--- src/rtl/dff_snapshot_serializer.sv ---
// dff_snapshot_serializer: snapshots D on start and shifts it out MSB-first on sdo,
// holding each bit for BitCycles clocks, with frame/busy/done flags.
module dff_snapshot_serializer #(
    parameter int Width = 8,
    parameter int BitCycles = 4
) (
    input  logic             clk,
    input  logic             reset,
    input  logic [Width-1:0] D,
    input  logic             start,
    output logic             sdo,
    output logic             frame,
    output logic             busy,
    output logic             done
);
    localparam int BW = $clog2(Width + 1);
    localparam int PW = $clog2(BitCycles + 1);
    typedef enum logic [1:0] {IDLE, SHIFT, DONE} state_t;
    state_t           state;
    logic [Width-1:0] sr;
    logic [Width-1:0] sr_shl;
    logic [BW-1:0]    bc;
    logic [PW-1:0]    pc;
    // Shifted value is formed separately so its MSB can be registered onto sdo even when Width=1
    assign sr_shl = sr << 1;
    always_ff @(posedge clk or posedge reset) begin
        if (reset) begin
            state <= IDLE;
            sr    <= '0;
            bc    <= '0;
            pc    <= '0;
            sdo   <= 1'b0;
            frame <= 1'b0;
            busy  <= 1'b0;
            done  <= 1'b0;
        end else begin
            case (state)
                IDLE: if (start) begin
                    sr    <= D;
                    bc    <= BW'(Width - 1);
                    pc    <= PW'(BitCycles - 1);
                    sdo   <= D[Width-1];
                    frame <= 1'b1;
                    busy  <= 1'b1;
                    state <= SHIFT;
                end
                SHIFT: if (pc != '0) begin
                    pc <= pc - 1'b1;
                end else if (bc != '0) begin
                    sr  <= sr_shl;
                    sdo <= sr_shl[Width-1];
                    bc  <= bc - 1'b1;
                    pc  <= PW'(BitCycles - 1);
                end else begin
                    sdo   <= 1'b0;
                    frame <= 1'b0;
                    done  <= 1'b1;
                    state <= DONE;
                end
                DONE: begin
                    done  <= 1'b0;
                    busy  <= 1'b0;
                    state <= IDLE;
                end
                default: state <= IDLE;
            endcase
        end
    end
endmodule

--- config.mk ---
export PLATFORM = sky130hd
export DESIGN_NAME = dff_snapshot_serializer
export DESIGN_NICKNAME = d
export VERILOG_FILES = /design/src/rtl/dff_snapshot_serializer.sv
export SDC_FILE = /design/constraint.sdc
export NUM_CORES = 1
export LEC_CHECK = 0
export BUFFER_PORTS_ARGS = -buffer_cell sky130_fd_sc_hd__buf_4
export CORE_MARGIN = 2
export CORE_UTILIZATION = 59
export DETAILED_ROUTE_END_ITERATION = 8
export PLACE_DENSITY = 0.79
export SLEW_MARGIN = 20
export SYNTH_ARGS = -nofsm -noshare
export SYNTH_HDL_FRONTEND = slang
export SYNTH_SLANG_ARGS = --single-unit
--- constraint.sdc ---
create_clock -name clk -period 4.3 [get_ports clk]
set_input_delay 0.215 -clock clk [delete_from_list [all_inputs] [get_ports clk]]
set_output_delay 0.215 -clock clk [all_outputs]
set_load 0.01 [all_outputs]
==> flow_summary.json, run 1 <==
{
  "outcome": "finished clean",
  "slew_headroom_pct": 48.2,
  "initialDrtViolationCount": 37,
  "root_buffer": "clkbuf_4",
  "worstSetupStartpointType": "flip-flop",
  "die_w_microns": 47.2,
  "yosys.area.top_type": "dfrtp_1",
  "syn_area_sq_um": 1100,
  "ios": 15,
  "multi_input_area_sq_um": 541,
  "vias_per_cell": 6.29,
  "rrSetupSlack_ns": 2.39,
  "antenna_found_initial": 0,
  "seqCellArea_sq_um": 500,
  "core_area_sq_um": 1750,
  "r2r-start": "state[0]",
  "htree_levels": 1,
  "rsz0062_at_grt": "false",
  "met2_usage_pct": 39.7,
  "dr.pass1.iters": 4,
  "syn_inst": 109,
  "grt_max_degree": 24,
  "crit_arrival_ns": 2.15,
  "hold_viol": 0,
  "fillCellCount": 144,
  "layout.nets": 137,
  "setup_viol": 0,
  "async_flop_share_pct": 100,
  "synth_ff_type": "dfrtp_1",
  "routed_wl_microns": 2250,
  "postCtsSetupBuffers": 0,
  "ys_ff_latch": 20,
  "hold_class": "input pin to asynchronous set/reset pin",
  "synth_edf_count": 0,
  "cts_tree": "yes",
  "io_buffers": 14,
  "cts_hold_buffers": 0,
  "finalWeightedCongestion": 0.861,
  "cts-resized-gates": 0,
  "synth_top_area_share_pct": 45.5,
  "synth_fa_ha_area_share_pct": 3.41,
  "vdd_drop_max_mv": 0.289,
  "rr_worst_depth": 3,
  "globalRouteOverflowTotal": 0,
  "synth_compound_area_share_pct": 24.2,
  "p_per_area_nw_per_um2": 522,
  "synthSimpleGateAreaFrac_pct": 21.5,
  "grt.busiest_layer": "met2",
  "clock_sinks": 20,
  "grt_pass1_vias": 885,
  "use_met1_pct": 32.8,
  "finalCritPeriodShare_pct": 44.4,
  "synth_top_family_by_area": "compound AO/OA/AOI/OAI gates",
  "dp_hpwl_microns": 1530,
  "ys_seq_area_share_pct": 45.5,
  "ys_top_cells_by_area": "dfrtp_1 (46%), a2bb2oi_1 (6.4%), or3b_2 (5.6%)",
  "postRouteAntennaNets": 0,
  "p_leak_nw": 0.566,
  "cts_buffer_depth": 2,
  "drive_above_1_share_pct": 23.1,
  "critPathKind": "flip-flop to flip-flop",
  "initial_core_util_pct": 63.0,
  "maxCapViolCount": 0,
  "clock_latency_ns": 0.30,
  "synth_mux_area_share_pct": 0,
  "cts-buffers-inserted": 3,
  "worst_pin_slew_ns": 0.774,
  "synth_fp_nets": 123,
  "path_max_fanout": 23,
  "grt_pass1_wl_microns": 3870,
  "vias": 919,
  "wl_per_cell_microns": 15.4,
  "yosys_warnings": 0,
  "clk_pin_slew_ns": 0.11,
  "antenna_cells": 0,
  "synth.distinct_cells": 36,
  "clock.fmax_mhz": 524,
  "fp.dieH_microns": 47.2,
  "post-synth-top-count-cell": "dfrtp_1",
  "netlist_top_cells_count": "dfrtp_1 (20), inv_1 (9), a2bb2oi_1 (8), or3b_2 (7)",
  "synth-xor-area-share_pct": 0,
  "area_growth_pct": 12.2,
  "r2r_end": "bc[3]",
  "track_usage_pct": 25.0,
  "skew_ns": 0.00630,
  "final.setup.tns_ns": 0,
  "crit_path_end_kind": "flip-flop",
  "fin_crit_ns": 1.91,
  "holdWs_ns": 0.0300,
  "syn_avg_cell_area_sq_um": 10.1,
  "row_count": 15,
  "drcViolationCount": 0,
  "slew_violations": 0,
  "met3_usage_pct": 5.38,
  "required_ns": 4.54,
  "dieArea_sq_um": 2230
}
-- where the power goes --
part	total [mW]	internal (mW)	switching (mW)
logic	0.253	0.138	0.115
registers	0.303	0.250	0.0528
clock network	0.0878	0.0327	0.0551
-- placed cells by master, fill, tap and decap left out, types with 2 or more instances in the layout --
cell,count
a31oi_1,3
or3b_2,7
nor2_1,5
a2bb2oi_1,8
o21ai_0,5
clkbuf_4,3
nor2b_1,4
dfrtp_1,20
buf_4,14
ha_1,3
inv_1,9
a21oi_1,2
nand2_1,6
o22ai_1,6
nand3_1,6
-- state kept, by name (all words and copies together), names as in the netlist --
signal  cells
done        1
state       2
pc          3
sr          7
frame       1
sdo         1
busy        1
bc          4
-- layout make-up --
class | instances | share of cell area, %
Tap cell | 25 | 2.54
Inverter | 9 | 2.74
Multi-Input combinational cell | 75 | 43.8
Clock buffer | 3 | 1.83
Sequential cell | 20 | 40.6
Timing Repair Buffer | 14 | 8.52
-- worst max-delay path: stages, from the launching register on --
cell	delay (ns)
dfrtp_1	0.79
nor2b_1	0.64
o311ai_0	0.27
nand3_1	0.14
-- how the worst max path moves through the flow --
stage	startpoint	to	cells past startpoint
2_1_floorplan	pc[0]	bc[2]	5
3_3_place_gp	bc[0]	bc[0]	5
3_5_place_dp	bc[0]	bc[0]	5
4_1_cts	bc[0]	bc[0]	5
5_1_grt	bc[1]	bc[0]	5
6_report	state[0]	bc[3]	3
-- layer usage --
metal	wire, microns	part of all wire [%]
met3	129	5.7
met4	48	2.1
met2	1030	46
met5	0	0
met1	1040	46
-- kinds of logic after synthesis --
family | Yosys count
adder cells (fa/ha/maj) | 3
AND/OR/NAND/NOR | 37
flip-flops | 20
AO/OA/AOI/OAI | 35
buffers and inverters | 14
-- per-stage QoR --
stage	cells	power, mW	util [%]	setup WS, ns	cell area (sq um)
2_1_floorplan	109	0.490	-	2.80	1100
3_3_place_gp	143	0.546	69.4	2.45	1210
3_5_place_dp	143	0.556	69.4	2.41	1210
4_1_cts	146	0.643	70.7	2.40	1230
5_1_grt	146	0.691	70.7	2.20	1230
6_report	146	0.644	70.7	2.39	1230
(Power assumes the default switching activity.)
==> inputs of run 2 (changes only) <==
- CORE_UTILIZATION: 59 -> 50
- PLACE_DENSITY: 0.79 -> 0.71
- clock period: 4.3 -> 1.55 ns (I/O delays scaled with it)
==> run 2 against run 1 <==
Net effect:
- critical path depth increased by 1
- wire length increased by 24%
- utilization increased by 0.61 points
- sequential cell count unchanged
- critical path type unchanged
- highest routed layer unchanged
==> flow_summary.json, run 2 (synthesized netlist as in run 1, its figures left out) <==
{
  "outcome": "finished clean",
  "clock_latency_ns": 0.31,
  "io_buffers": 14,
  "top_register": "sr",
  "fp.dieH_microns": 50.9,
  "slew_headroom_pct": 78.1,
  "crit_arrival_ns": 1.69,
  "crit_path_end_kind": "flip-flop",
  "hold_viol": 0,
  "fin_crit_ns": 1.48,
  "critPathKind": "flip-flop to flip-flop",
  "design_area_sq_um": 1440,
  "area_growth_pct": 31.1,
  "grt_pass1_vias": 1017,
  "worst_pin_slew_ns": 0.328,
  "vias": 986,
  "layout.nets": 153,
  "rr_worst_depth": 4,
  "htree_levels": 1,
  "initialDrtViolationCount": 11,
  "final_common_cell": "buf_4",
  "hold_class": "input pin to flip-flop",
  "clock.fmax_mhz": 675,
  "setup_viol": 0,
  "core_area_sq_um": 2020,
  "vdd_drop_max_mv": 0.964,
  "final_cell_mix": "buf_4 (27), dfrtp_1 (19), inv_1 (9), a2bb2oi_1 (8), or3b_2 (7)",
  "postRouteAntennaNets": 0,
  "p_leak_nw": 0.658,
  "globalRouteOverflowTotal": 0,
  "min_from": "D[0]",
  "reg_top3": "sr x7, bc x4, pc x3",
  "r2r-start": "state[1]",
  "rrSetupSlack_ns": 0.07,
  "grt_pass1_wl_microns": 4550,
  "grt_max_degree": 21,
  "routed_wl_microns": 2790,
  "path_max_fanout": 13,
  "cts_tree": "yes",
  "antenna_found_initial": 0,
  "slew_violations": 0,
  "antenna_cells": 0,
  "vias_per_cell": 5.98,
  "clk_pin_slew_ns": 0.13,
  "drive_above_1_share_pct": 37.0,
  "cts_buffer_depth": 2,
  "post-place-ws_ns": -0.0439,
  "holdPathStages": 3,
  "maxCapViolCount": 0,
  "worstSetupStartpointType": "flip-flop",
  "die_w_microns": 50.9,
  "dieArea_sq_um": 2590,
  "ios": 15,
  "setup_ws_ns": 0.0684,
  "dr.pass1.iters": 4,
  "finalWeightedCongestion": 0.832,
  "wl_per_cell_microns": 16.9,
  "row_count": 16,
  "skew_ns": 0.00568,
  "place_area_sq_um": 1320,
  "finalCritPeriodShare_pct": 95.6,
  "drcViolationCount": 0,
  "p_per_area_nw_per_um2": 1440,
  "final.setup.tns_ns": 0,
  "initial_core_util_pct": 54.4,
  "cts-buffers-inserted": 3,
  "largest_reg_flops": 7,
  "startpoint": "state[1]",
  "required_ns": 1.76,
  "track_usage_pct": 23.4,
  "dp_hpwl_microns": 1810,
  "root_buffer": "clkbuf_4",
  "clock_sinks": 20
}
## run 2: final timing paths
kind,to
worst max-delay path,sr[2]
worst min-delay path,sr[0]
worst max register to register,sr[2]
worst min register to register,frame
max in group asynchronous,state[1]
min in group asynchronous,sr[4]
## run 2: final cells by class
class                   count  area [sq um]
fillers                   165           581
repair buffers             29           224
clock buffers               4          36.3
multi-input cells          76           612
flip-flops and latches     20           502
inverters                   9          33.8
well taps                  27          33.8
## run 2: worst max-delay path, stage by stage, from the launching register on
cell       delay [ns]
dfrtp_2          0.49
buf_4            0.20
or3b_2           0.45
o22ai_1          0.16
a2bb2oi_1        0.09
## run 2: stage by stage
stage | power [mW] | hold WS [ns] | cells | utilization (%)
2_1_floorplan | 1.36 | 0.0413 | 109 | -
5_1_grt | 2.22 | 0.0320 | 165 | 71.3
3_5_place_dp | 1.61 | 0.129 | 159 | 65.2
4_1_cts | 1.94 | 0.0318 | 164 | 67.8
3_3_place_gp | 1.58 | 0.124 | 159 | 65.2
6_report | 2.08 | 0.0224 | 165 | 71.3
## run 2: report_power, final
| part | total [mW] | switching [mW] | internal [mW] |
|---|---|---|---|
| clock network | 0.328 | 0.185 | 0.144 |
| logic | 0.911 | 0.398 | 0.513 |
| registers | 0.838 | 0.146 | 0.693 |
## run 2: repair_timing
item / 4_1_cts / 5_1_grt
setup buffers: 0 / 0
resized for setup: 1 / 11
setup endpoints to repair: 12 / 17
hold buffers: 1 / 0
endpoints found under the hold margin: 20 / 0
gates cloned: 0 / 1
pin swaps: 0 / 3
## run 2: layer usage
layer  global-route usage [%]  wire length [microns]
met2                     40.9                   1390
met5                        0                      0
met4                     8.11                     40
met3                     4.09                     74
met1                     28.9                   1280
